$ cat src/rtl/spi_pkg.sv
// Shared constants and state encoding for the SPI frame receiver.
// Latency: n/a (definitions only).
// Backpressure: n/a (definitions only).
package spi_pkg;

    localparam int FRAME_BITS_DEF = 16;
    localparam int ADDR_W         = 7;
    localparam int DATA_W         = 8;

    // Field positions inside the {rw, addr, data} frame
    localparam int RW_BIT   = 15;
    localparam int ADDR_MSB = 14;
    localparam int ADDR_LSB = 8;

    typedef enum logic [1:0] {
        IDLE  = 2'd0,
        SHIFT = 2'd1,
        DONE  = 2'd2
    } state_t;

endpackage

$ cat src/rtl/sync_edge_det.sv
// Multi-flop pin synchroniser with a trailing delay flop for edge detection.
// Latency: STAGES clk cycles to sync_o; rise_o/fall_o are combinational from sync_o.
// Backpressure: none; the pin is sampled every cycle.
module sync_edge_det #(
    parameter int   STAGES    = 2,
    parameter logic RESET_VAL = 1'b0
) (
    input  logic clk,
    input  logic rst_n,
    input  logic d_i,
    output logic sync_o,
    output logic rise_o,
    output logic fall_o
);

    logic [STAGES-1:0] sync_q;
    logic              dly_q;

    // Shift the asynchronous pin through the synchroniser chain, then delay one more cycle
    always_ff @(posedge clk or negedge rst_n) begin
        if (!rst_n) begin
            sync_q <= {STAGES{RESET_VAL}};
            dly_q  <= RESET_VAL;
        end else begin
            sync_q <= {sync_q[STAGES-2:0], d_i};
            dly_q  <= sync_q[STAGES-1];
        end
    end

    assign sync_o = sync_q[STAGES-1];
    assign rise_o = sync_q[STAGES-1] & ~dly_q;
    assign fall_o = ~sync_q[STAGES-1] & dly_q;

endmodule

$ cat src/rtl/spi_frame_rx.sv
// SPI mode-0 receiver: synchronises SCLK/nCS/COPI and frames 16-bit {rw, addr, data} words.
// Latency: frame_valid/frame_err pulse SYNC_STAGES+2 clk edges after nCS high is first sampled.
// Backpressure: none; pulses last one cycle and the consumer must take them as they come.
module spi_frame_rx
    import spi_pkg::*;
#(
    parameter int SYNC_STAGES = 2,
    parameter int FRAME_BITS  = FRAME_BITS_DEF
) (
    input  logic              clk,
    input  logic              rst_n,
    input  logic              sclk,
    input  logic              ncs,
    input  logic              copi,
    output logic              frame_valid,
    output logic              frame_rw,
    output logic [ADDR_W-1:0] frame_addr,
    output logic [DATA_W-1:0] frame_data,
    output logic              frame_err,
    output logic              busy
);

    // Counter must reach FRAME_BITS+1 so over-long frames are distinguishable
    localparam int                CNT_W    = $clog2(FRAME_BITS + 2);
    localparam logic [CNT_W-1:0]  CNT_FULL = CNT_W'(FRAME_BITS);
    localparam logic [CNT_W-1:0]  CNT_SAT  = CNT_W'(FRAME_BITS + 1);

    logic sclk_rise;
    logic sclk_s_unused;
    logic sclk_fall_unused;
    logic ncs_rise;
    logic ncs_fall;
    logic ncs_s_unused;
    logic copi_s;
    logic copi_rise_unused;
    logic copi_fall_unused;

    sync_edge_det #(.STAGES(SYNC_STAGES), .RESET_VAL(1'b0)) u_sync_sclk (
        .clk    (clk),
        .rst_n  (rst_n),
        .d_i    (sclk),
        .sync_o (sclk_s_unused),
        .rise_o (sclk_rise),
        .fall_o (sclk_fall_unused)
    );

    // nCS idles high so an already-low pin after reset looks like a fresh falling edge
    sync_edge_det #(.STAGES(SYNC_STAGES), .RESET_VAL(1'b1)) u_sync_ncs (
        .clk    (clk),
        .rst_n  (rst_n),
        .d_i    (ncs),
        .sync_o (ncs_s_unused),
        .rise_o (ncs_rise),
        .fall_o (ncs_fall)
    );

    sync_edge_det #(.STAGES(SYNC_STAGES), .RESET_VAL(1'b0)) u_sync_copi (
        .clk    (clk),
        .rst_n  (rst_n),
        .d_i    (copi),
        .sync_o (copi_s),
        .rise_o (copi_rise_unused),
        .fall_o (copi_fall_unused)
    );

    state_t                  state_q;
    logic [FRAME_BITS-1:0]   shift_q;
    logic [CNT_W-1:0]        cnt_q;
    logic                    frame_valid_q;
    logic                    frame_err_q;
    logic                    frame_rw_q;
    logic [ADDR_W-1:0]       frame_addr_q;
    logic [DATA_W-1:0]       frame_data_q;

    // Frame FSM: collect bits while nCS is low, then judge the bit count for one cycle
    always_ff @(posedge clk or negedge rst_n) begin
        if (!rst_n) begin
            state_q       <= IDLE;
            shift_q       <= '0;
            cnt_q         <= '0;
            frame_valid_q <= 1'b0;
            frame_err_q   <= 1'b0;
            frame_rw_q    <= 1'b0;
            frame_addr_q  <= '0;
            frame_data_q  <= '0;
        end else begin
            frame_valid_q <= 1'b0;
            frame_err_q   <= 1'b0;
            case (state_q)
                IDLE: begin
                    // An SCLK edge coinciding with nCS fall is dropped: counting starts from 0
                    if (ncs_fall) begin
                        state_q <= SHIFT;
                        shift_q <= '0;
                        cnt_q   <= '0;
                    end
                end
                SHIFT: begin
                    if (ncs_rise) begin
                        // An SCLK edge coinciding with nCS rise is discarded
                        state_q <= DONE;
                    end else if (sclk_rise) begin
                        shift_q <= {shift_q[FRAME_BITS-2:0], copi_s};
                        if (cnt_q != CNT_SAT) begin
                            cnt_q <= cnt_q + 1'b1;
                        end
                    end
                end
                DONE: begin
                    state_q <= IDLE;
                    if (cnt_q == CNT_FULL) begin
                        frame_valid_q <= 1'b1;
                        frame_rw_q    <= shift_q[RW_BIT];
                        frame_addr_q  <= shift_q[ADDR_MSB:ADDR_LSB];
                        frame_data_q  <= shift_q[DATA_W-1:0];
                    end else begin
                        frame_err_q   <= 1'b1;
                    end
                end
                default: begin
                    state_q <= IDLE;
                end
            endcase
        end
    end

    assign frame_valid = frame_valid_q;
    assign frame_err   = frame_err_q;
    assign frame_rw    = frame_rw_q;
    assign frame_addr  = frame_addr_q;
    assign frame_data  = frame_data_q;
    assign busy        = (state_q == SHIFT);

endmodule

$ cat config.mk
export PLATFORM = sky130hd
export DESIGN_NAME = spi_frame_rx
export DESIGN_NICKNAME = d
export VERILOG_FILES = /design/src/rtl/spi_pkg.sv /design/src/rtl/sync_edge_det.sv /design/src/rtl/spi_frame_rx.sv
export SDC_FILE = /design/constraint.sdc
export NUM_CORES = 1
export LEC_CHECK = 0
export CORE_ASPECT_RATIO = 1.25
export CORE_MARGIN = 2
export CORE_UTILIZATION = 45
export DETAILED_ROUTE_END_ITERATION = 16
export PLACE_DENSITY = 0.68
export SYNTH_ARGS = -nofsm -noshare
export SYNTH_HDL_FRONTEND = slang
export SYNTH_SLANG_ARGS = --single-unit
$ cat constraint.sdc
create_clock -name clk -period 2.5 [get_ports clk]
set_clock_uncertainty 0.2 [all_clocks]
set_input_delay 0.5 -clock clk [delete_from_list [all_inputs] [get_ports clk]]
set_output_delay 0.5 -clock clk [all_outputs]
set_load 0.05 [all_outputs]
# Yosys cells after proc, flatten, opt, wreduce, memory -nomap -nowiden
# Cells that the tools add are included.
[totals]
register_bits = 49
inputBits = 5
output_inout_bits = 19
word_cells = 51
[op_classes]
n_addsub = 1
eq_ne = 9
mux = 16
bitwise = 6
n_reduce_logical = 6
[ops]
columns = ["cell", "n"]
rows = [
  ["$mux 16", 3],
  ["$pmux 16 s2", 1],
  ["$mux 5", 4],
  ["$pmux 5 s2", 1],
  ["$ne 2x1->1 const B", 3],
  ["$add 5x1->5 const B", 1],
  ["$eq 5x5->1 const B", 1],
  ["$ne 5x5->1 const B", 1],
  ["$reduce_and 5->1", 1],
  ["$mux 1", 4],
  ["$mux 2", 2],
  ["$ne 2x2->1 const B", 2],
  ["$pmux 2 s2", 1],
  ["$reduce_and 2->1", 2],
  ["$reduce_and 4->1", 1],
  ["$and 1x1->1", 3],
  ["$not 1->1", 3],
  ["$eq 2x1->1 const B", 1],
  ["$eq 2x2->1 const B", 1],
  ["$logic_not 2->1", 1],
  ["$reduce_bool 2->1", 1],
]

# Longest topological paths before layout
# Gate-level depths: netlist of the first run.
[logic_depth]
word_depth = 5
ltp_mapped = 5
mapped_depth_nobuf = 5

# By module
# A second synthesis of the first run with hierarchy kept.
[unflattened]
hier_cells = 129
area_unflattened_um2 = 1956.9
[by_module_without_submodules]
columns = ["module", "n_inst", "cells_per_inst", "area_each_um2", "seq_area_each_um2"]
rows = [
  ["spi_frame_rx", 1, 114, 1682.9, 1026.0],
  ["sync_edge_det at u_sync_copi ...", 2, 5, 90.1, 75.1],
  ["sync_edge_det at u_sync_ncs", 1, 5, 93.8, 78.8],
]

# Worst setup path before layout of the first run
# Ideal clock, no wire load.
[synth_path]
path_type = "register -> register"
start = "reg u_sync_ncs.sync_q[1]"
end = "reg shift_q[0]"
setup_time_ns = 0.121
t_arrival_ns = 1.475
required_time_ns = 2.179
setup_slack_ns = 0.704
path_stages_with_launch = 5
path_buffers = 1
period_less_slack_ns = 1.796
path_cell_list = "dfstp_2 nor2b_1 nor3_4 buf_2 a22o_1"
[synth_between]
elab_chain_cells = 4
elab_cells_between_ends = 6
classes_between = "eq/ne (2); bitwise (3); reduce/logical (1)"
[synth_lines]
columns = ["element", "line_no", "source"]
rows = [
  ["from (decl)", "sync_edge_det.sv:16", "logic [STAGES-1:0] sync_q;"],
  ["from (signal assigned)", "sync_edge_det.sv:22", "sync_q <= {STAGES{RESET_VAL}};"],
  ["from (signal assigned)", "sync_edge_det.sv:25", "sync_q <= {sync_q[STAGES-2:0], d_i};"],
  ["$not 1->1", "sync_edge_det.sv:32", "assign fall_o = ~sync_q[STAGES-1] & dly_q;"],
  ["$and 1x1->1", "sync_edge_det.sv:32", ""],
  ["$ne 2x2->1 (no source line)", "--", ""],
  ["$reduce_and 4->1 (no source line) (*)", "--", ""],
  ["to (signal assigned)", "spi_frame_rx.sv:103", "shift_q <= {shift_q[FRAME_BITS-2:0], copi_s};"],
  ["to (decl)", "spi_frame_rx.sv:67", "logic [FRAME_BITS-1:0] shift_q;"],
]
# Mark *: on every way between the ends. The rest lies on a longest branch, timed or not.
# A chain may end at the register's enable or synchronous reset.

# Final worst setup path of the first run
[layout_path]
start = "reg frame_data_q[3], in the netlist frame_data[3]"
end = "out frame_data[3]"
[layout_rtl]
columns = ["element", "line_no", "source"]
rows = [
  ["from (decl)", "spi_frame_rx.sv:73", "logic [DATA_W-1:0] frame_data_q;"],
  ["from (signal assigned)", "spi_frame_rx.sv:115", "frame_data_q <= shift_q[DATA_W-1:0];"],
  ["to (decl)", "spi_frame_rx.sv:18", "output logic [DATA_W-1:0] frame_data,"],
]
# No word-level cell between the ends.

==> impl_results.rst, run 1 <==
.. list-table::
   :header-rows: 1

   * - Metric
     - Value
   * - Run status
     - finished, violations left
   * - Failing checks
     - hold timing
   * - Via count of the first global-routing pass
     - 1129
   * - Category of cells accounting for the largest share of critical-path delay
     - buffers and inverters
   * - Number of top-level pins
     - 24
   * - Synthesized area
     - 0.00190 mm2
   * - Synthesis warning total
     - 0
   * - 1st-iter DRT viols
     - 48
   * - Slew Viols, Final
     - 0
   * - Hold Vio Cnt, Final
     - 2
   * - Worst setup path class
     - flop to output pin
   * - Post-layout worst setup margin
     - 0.315 ns
   * - Rel. slew slack
     - 59.2%
   * - Port buffer count
     - 23
   * - Final #Nets
     - 164
   * - Maximum ir drop on the vdd rail
     - 0.426 mV
   * - Post-synthesis instance total
     - 128
   * - Via density per instance
     - 5.32
   * - Die Y-Extent
     - 76.7 um
   * - Register area share after synthesis
     - 64.6%
   * - Final routed DRC violation total
     - 0
   * - Crit path max-delay cell type
     - sky130_fd_sc_hd__clkdlybuf4s50_1
   * - Global-route total usage across every layer
     - 14.6%
   * - Maximum number of pins on one net before global-route repair
     - 26
   * - Worst Setup Start Kind
     - flop
   * - Slowest cell delay on critical path
     - 0.81 ns
   * - Total power of the final layout
     - 1.62 mW
   * - Unrepaired setup endpoints after global routing
     - false
   * - Cells along the critical path
     - clkdlybuf4s50_1
   * - Die area
     - 0.00477 mm2
   * - TritonCTS clock tree
     - done
   * - Hold-fix buffer count after cts
     - 0
   * - Initial Util
     - 46.8%
   * - Leading cell type in the layout, fill and taps excluded
     - sky130_fd_sc_hd__dfrtp_1
   * - Detailed Route WL
     - 3090 um
   * - Pleak
     - 1.08 nW
   * - Total nets after synthesis
     - 136
   * - Count of vias placed by the detailed router
     - 1134
   * - Overall die width
     - 62.2 um
   * - Clock latency of the later-clocked register in the worst-skew pair
     - 0.30 ns
   * - # diodes
     - 0
   * - CTS Buf Count
     - 5
   * - # Post-CTS Setup Buffers
     - 0
   * - # setup viols final
     - 0
   * - Core box area
     - 0.00407 mm2
   * - Clock-pin slew on the worst setup and hold paths
     - 0.09 ns
   * - Area grow syn2layout
     - 21.3%
   * - Number of gates resized after cts
     - 0
   * - Power density over cell area
     - 701 mW/mm2
   * - Leading cell types in the layout, fill and taps excluded
     - sky130_fd_sc_hd__dfrtp_1 (46), sky130_fd_sc_hd__clkdlybuf4s50_1 (21), sky130_fd_sc_hd__mux2_2 (16), sky130_fd_sc_hd__a22o_1 (16)
   * - Clk sinks
     - 49
   * - Global placement routability congestion
     - 0.751
   * - Reported max-cap violation count
     - 0
   * - Area share of the leading cell type in the synthesized netlist
     - 60.5%
   * - Wire length of the first global-routing pass
     - 5380 um
   * - Arrival time of data at the critical path endpoint
     - 1.49 ns
   * - Number of filler cells placed in the layout
     - 346
   * - First drt pass iteration count
     - 4
   * - Highest Clock Rate
     - 458 MHz
   * - Final core area utilization
     - 56.8%
   * - Part of the cycle the worst path needs
     - 87.4%
   * - Wire length per cell after detailed routing
     - 14.5 um
   * - Worst slack, placed
     - 0.616 ns
   * - Smallest hold slack
     - -0.00378 ns
   * - Residual overflow from global routing
     - 0
   * - Number of antenna violations at the first check in global routing
     - 0
   * - Sum of negative setup slack
     - 0 ns
   * - Netlist cell types
     - 29
   * - CP endpoint kind
     - output pin
   * - Fraction of final layout cells sized beyond drive strength 1
     - 22.9%
   * - Most area-hungry cell type in the Yosys netlist
     - sky130_fd_sc_hd__dfrtp_1
   * - Standard-cell row count
     - 26
   * - Maximum buffer depth of the clock tree
     - 2
   * - Worst Path Required
     - 1.80 ns
   * - Number of antenna-violating nets in the routed design
     - 0
   * - CTS root buffer
     - sky130_fd_sc_hd__clkbuf_8
   * - Class of the worst hold path
     - input port to asynchronous set/reset pin
   * - Number of storage elements in the synthesis netlist
     - 49
   * - Synthesized area per cell
     - 14.9 um2
   * - Post-detailed-placement half-perimeter wirelength
     - 2090 um
   * - Most area-consuming cells after synthesis
     - sky130_fd_sc_hd__dfrtp_1 (60%), sky130_fd_sc_hd__mux2_2 (9.5%), sky130_fd_sc_hd__a22o_1 (7.4%)
   * - Critical Path Fanout Max
     - 2
   * - Minimum clock period after layout
     - 2.19 ns
   * - Tightest Pin Transition
     - 0.610 ns
   * - Crit path buffers/inverters
     - 1
   * - Maximum level of the CTS H-tree
     - 2
## layer usage
| layer | global-route usage [%] | vias up | share of wire [%] | wire (um) |
|---|---|---|---|---|
| li1 | - | 526 | - | - |
| met1 | 18.9 | 576 | 46 | 1410 |
| met2 | 22.9 | 25 | 49 | 1500 |
| met3 | 2.93 | 7 | 3.4 | 104 |
| met4 | 8.67 | 0 | 2.4 | 74 |
| met5 | 0 | - | 0 | 0 |
## synth_stat cells
master and n:
sky130_fd_sc_hd__dfrtp_1 46, sky130_fd_sc_hd__mux2_2 16, sky130_fd_sc_hd__dfstp_2 3, sky130_fd_sc_hd__a32o_1 1, sky130_fd_sc_hd__a21oi_1 2, sky130_fd_sc_hd__a2bb2oi_1 3
sky130_fd_sc_hd__a21boi_0 2, sky130_fd_sc_hd__nor4_1 4, sky130_fd_sc_hd__nand2b_1 3, sky130_fd_sc_hd__or4_1 1, sky130_fd_sc_hd__inv_1 6, sky130_fd_sc_hd__nor4bb_1 1
sky130_fd_sc_hd__or4b_4 1, sky130_fd_sc_hd__nand4_2 1, sky130_fd_sc_hd__and2_1 1, sky130_fd_sc_hd__buf_2 1, sky130_fd_sc_hd__buf_6 2, sky130_fd_sc_hd__ha_1 3
sky130_fd_sc_hd__a22o_1 16, sky130_fd_sc_hd__o31ai_1 1, sky130_fd_sc_hd__nand2_1 1, sky130_fd_sc_hd__nor2b_1 2, sky130_fd_sc_hd__nor2_1 3, sky130_fd_sc_hd__buf_4 1
sky130_fd_sc_hd__mux2i_1 1, sky130_fd_sc_hd__o31a_4 1, sky130_fd_sc_hd__and2b_2 1, sky130_fd_sc_hd__nor3_4 1, sky130_fd_sc_hd__nand3_1 3
## report_power, final
part           switching [mW]  internal, mW
registers              0.0391         0.830
clock network           0.255         0.325
logic                   0.100        0.0676
## layout make-up
cell class / count / area (um2) / share of cell area [%]
multi-input combinational: 69 / 616 / 26.7
timing repair buffer: 25 / 250 / 10.8
clock inverter: 2 / 37.5 / 1.63
tap: 56 / 70.1 / 3.04
clock buffer: 6 / 82.6 / 3.58
sequential: 49 / 1230 / 53.3
inverter: 6 / 22.5 / 0.976
## sequential cells by signal, summed over array words and instances, names as in the netlist, 2 cells and up
signal              flops
frame_addr              7
shift_q                16
u_sync_ncs.sync_q       2
frame_data              8
state_q                 2
u_sync_copi.sync_q      2
cnt_q                   5
u_sync_sclk.sync_q      2
## logic make-up after synthesis
kind of cell             count (synthesis)  share of synthesized area, %
flip-flops                              49                          64.6
AO/OA/AOI/OAI                           26                          11.9
adder cells (fa/ha/maj)                  3                          1.97
AND/OR/NAND/NOR                         23                          8.48
buffers and inverters                   10                          3.02
multiplexers                            17                          9.99
## metrics by stage
step / cell area [um2] / std cells
4_1_cts: 2310 / 213
6_report: 2310 / 213
3_3_place_gp: 2190 / 205
3_5_place_dp: 2190 / 205
2_1_floorplan: 1900 / 128
5_1_grt: 2310 / 213
## worst paths after layout
check,start,to,slack [ns],cells past startpoint
worst max-delay path,frame_data[3],frame_data[3],0.31,1
worst min-delay path,rst_n,u_sync_sclk.dly_q,-0.004,1
worst max register to register,u_sync_ncs.sync_q[1],cnt_q[2],0.60,3
worst min register to register,u_sync_sclk.sync_q[0],u_sync_sclk.sync_q[1],0.15,0
max in group asynchronous,rst_n,frame_addr[6],1.56,2
min in group clk,u_sync_sclk.sync_q[0],u_sync_sclk.sync_q[1],0.15,0
No activity file was read; power rests on OpenSTA's default activity.
==> inputs of run 2 (changes only) <==
- TNS_END_PERCENT: default -> 50
==> results of run 2 <==
No change in the layout: final DEF, timing and power equal those of run 1.
==> inputs of run 3 (changes only) <==
- MAX_ROUTING_LAYER: default -> met4
==> run 3 against run 2 <==
The run still ends with hold timing left; power barely moved; clock-buffer cell count did not move; wire length rose by 0.29%; die area did not move; setup slack improved by 0.0021 ns; critical endpoint unchanged.
==> impl_results.rst, run 3 (synthesized netlist as in run 1, its figures left out) <==
.. list-table::
   :header-rows: 1

   * - Metric
     - Value
   * - Run status
     - finished, violations left
   * - Failing checks
     - hold timing
   * - Hold Vio Cnt, Final
     - 2 (unchanged)
   * - Arrival time of data at the critical path endpoint
     - 1.48 ns (about the same)
   * - Met3 track utilization from global routing
     - 2.64% (-0.29 points)
   * - CTS Buf Count
     - 5 (unchanged)
   * - Class of the worst hold path
     - input port to asynchronous set/reset pin
   * - Global placement routability congestion
     - 0.760 (+1.3%)
   * - # Post-CTS Setup Buffers
     - 0 (unchanged)
   * - Rel. slew slack
     - 59.2% (about the same)
   * - Number of antenna-violating nets in the routed design
     - 0 (unchanged)
   * - Maximum ir drop on the vdd rail
     - 0.426 mV (about the same)
   * - Via count of the first global-routing pass
     - 1128 (-0.089%)
   * - Clock latency of the later-clocked register in the worst-skew pair
     - 0.30 ns (about the same)
   * - Part of the cycle the worst path needs
     - 87.3% (about the same)
   * - Post-detailed-placement half-perimeter wirelength
     - 2090 um (unchanged)
   * - Number of gates resized after cts
     - 0 (unchanged)
   * - Pleak
     - 1.08 nW (unchanged)
   * - Area grow syn2layout
     - 21.3% (unchanged)
   * - Number of antenna violations at the first check in global routing
     - 0 (unchanged)
   * - Clk sinks
     - 49 (unchanged)
   * - Core box area
     - 0.00407 mm2 (unchanged)
   * - Number of top-level pins
     - 24 (unchanged)
   * - Die Y-Extent
     - 76.7 um (unchanged)
   * - Final #Nets
     - 164 (unchanged)
   * - 1st-iter DRT viols
     - 47 (-2.1%)
   * - TritonCTS clock tree
     - done
   * - Total power of the final layout
     - 1.62 mW (about the same)
   * - Unrepaired setup endpoints after global routing
     - false
   * - Hold-fix buffer count after cts
     - 0 (unchanged)
   * - Maximum buffer depth of the clock tree
     - 2 (unchanged)
   * - Largest register by flop count
     - shift_q
   * - Crit path max-delay cell type
     - sky130_fd_sc_hd__clkdlybuf4s50_1
   * - Die area
     - 0.00477 mm2 (unchanged)
   * - Count of vias placed by the detailed router
     - 1129 (-0.44%)
   * - Launch instance of the worst register-to-register path
     - u_sync_ncs.sync_q[1]
   * - Detailed Route WL
     - 3100 um (+0.29%)
   * - Slew Viols, Final
     - 0 (unchanged)
   * - CP endpoint kind
     - output pin
   * - Number of cells in the design after placement
     - 205 (unchanged)
   * - # setup viols final
     - 0 (unchanged)
   * - Maximum number of pins on one net before global-route repair
     - 26 (unchanged)
   * - Category of cells accounting for the largest share of critical-path delay
     - buffers and inverters
   * - Worst Reg2Reg Path Length in Cells
     - 3 (unchanged)
   * - Clock-pin slew on the worst setup and hold paths
     - 0.09 ns (about the same)
   * - Filler-free cell count of the finished design
     - 213 (unchanged)
   * - Final core area utilization
     - 56.8% (unchanged)
   * - Area taken by multi-input logic gates
     - 616 um2 (unchanged)
   * - Port buffer count
     - 23 (unchanged)
   * - Highest Clock Rate
     - 458 MHz (about the same)
   * - Met2 usage in global routing
     - 22.9% (unchanged)
   * - Worst setup path class
     - flop to output pin
   * - Via density per instance
     - 5.30 (-0.44%)
   * - Max reg flops
     - 16 (unchanged)
   * - Fraction of final layout cells sized beyond drive strength 1
     - 22.9% (unchanged)
   * - Sum of negative setup slack
     - 0 ns (unchanged)
   * - Worst Setup Start Kind
     - flop
   * - Wire length of the first global-routing pass
     - 5380 um (unchanged)
   * - Setup slack of the worst register-to-register path
     - 0.60 ns (about the same)
   * - # diodes
     - 0 (unchanged)
   * - Overall die width
     - 62.2 um (unchanged)
   * - Slowest cell delay on critical path
     - 0.81 ns (about the same)
   * - Critical Path Fanout Max
     - 2 (unchanged)
   * - Residual overflow from global routing
     - 0 (unchanged)
   * - Smallest hold slack
     - -0.00248 ns (+0.00130 ns)
   * - Sequential standard cell area
     - 0.00123 mm2 (unchanged)
   * - Met1 demand-to-capacity share in global routing
     - 19.1% (+0.20 points)
   * - Leading cell type in the layout, fill and taps excluded
     - sky130_fd_sc_hd__dfrtp_1
   * - Maximum level of the CTS H-tree
     - 2 (unchanged)
   * - Power density over cell area
     - 701 mW/mm2 (about the same)
   * - Number of filler cells placed in the layout
     - 346 (unchanged)
   * - Crit path buffers/inverters
     - 1 (unchanged)
   * - Reported max-cap violation count
     - 0 (unchanged)
   * - Standard-cell row count
     - 26 (unchanged)
   * - First drt pass iteration count
     - 4 (unchanged)
   * - Wire length per cell after detailed routing
     - 14.6 um (+0.29%)
   * - Global-route total usage across every layer
     - 15.1% (+0.42 points)
   * - Peak-usage layer in the global routing report
     - met2
   * - Cells along the critical path
     - clkdlybuf4s50_1
   * - CTS root buffer
     - sky130_fd_sc_hd__clkbuf_8
   * - Capturing point of the worst reg2reg path
     - cnt_q[2]
   * - Initial Util
     - 46.8% (unchanged)
   * - Minimum clock period after layout
     - 2.18 ns (-0.00207 ns)
   * - Tightest Pin Transition
     - 0.611 ns (+0.000192 ns)
   * - Leading cell types in the layout, fill and taps excluded
     - sky130_fd_sc_hd__dfrtp_1 (46), sky130_fd_sc_hd__clkdlybuf4s50_1 (21), sky130_fd_sc_hd__mux2_2 (16), sky130_fd_sc_hd__a22o_1 (16)
   * - Final routed DRC violation total
     - 0 (unchanged)
   * - Worst Path Required
     - 1.80 ns (about the same)
-- run 3: cell counts in the layout (fill, tap and decap cells not counted) --
Identical to the previous run, type by type.
-- run 3: layout make-up --
class                           instances  area share, %
Sequential cell                        49           53.3
Multi-Input combinational cell         69           26.7
Timing Repair Buffer                   25           10.8
Clock buffer                            6           3.58
Tap cell                               56           3.04
Clock inverter                          2           1.63
Inverter                                6          0.976
-- run 3: power breakdown --
group	leakage (nW)	internal [mW]	switching, mW	total (mW)
logic	0.366	0.0676	0.100	0.168
registers	0.656	0.830	0.0391	0.869
clock network	0.0574	0.325	0.255	0.581
total	1.08	1.22	0.395	1.62
-- run 3: metrics by stage --
stage | area [um2] | setup slack (ns) | hold WS [ns]
floorplan | 1900 | 0.704 | 0.00441
global placement | 2190 | 0.631 | 0.131
detailed placement | 2190 | 0.616 | 0.138
CTS | 2310 | 0.288 | 0.00861
global route | 2310 | 0.266 | 0.0255
finish | 2310 | 0.317 | -0.00248
-- run 3: metal layers --
layer / share of wire, % / wire, um
met5: 0 / 0
met4: 2.5 / 79
met3: 2.8 / 88
met2: 49 / 1520
met1: 46 / 1420
-- run 3: how the worst max path moves through the flow --
| stage | startpoint | endpoint | cells after the start |
|---|---|---|---|
| global placement | frame_data[3] | frame_data[3] | 1 |
| global route | frame_data[3] | frame_data[3] | 1 |
| detailed placement | u_sync_ncs.sync_q[1] | cnt_q[2] | 3 |
| finish | frame_data[3] | frame_data[3] | 1 |
| CTS | frame_data[3] | frame_data[3] | 1 |
| floorplan | u_sync_ncs.sync_q[1] | shift_q[0] | 4 |
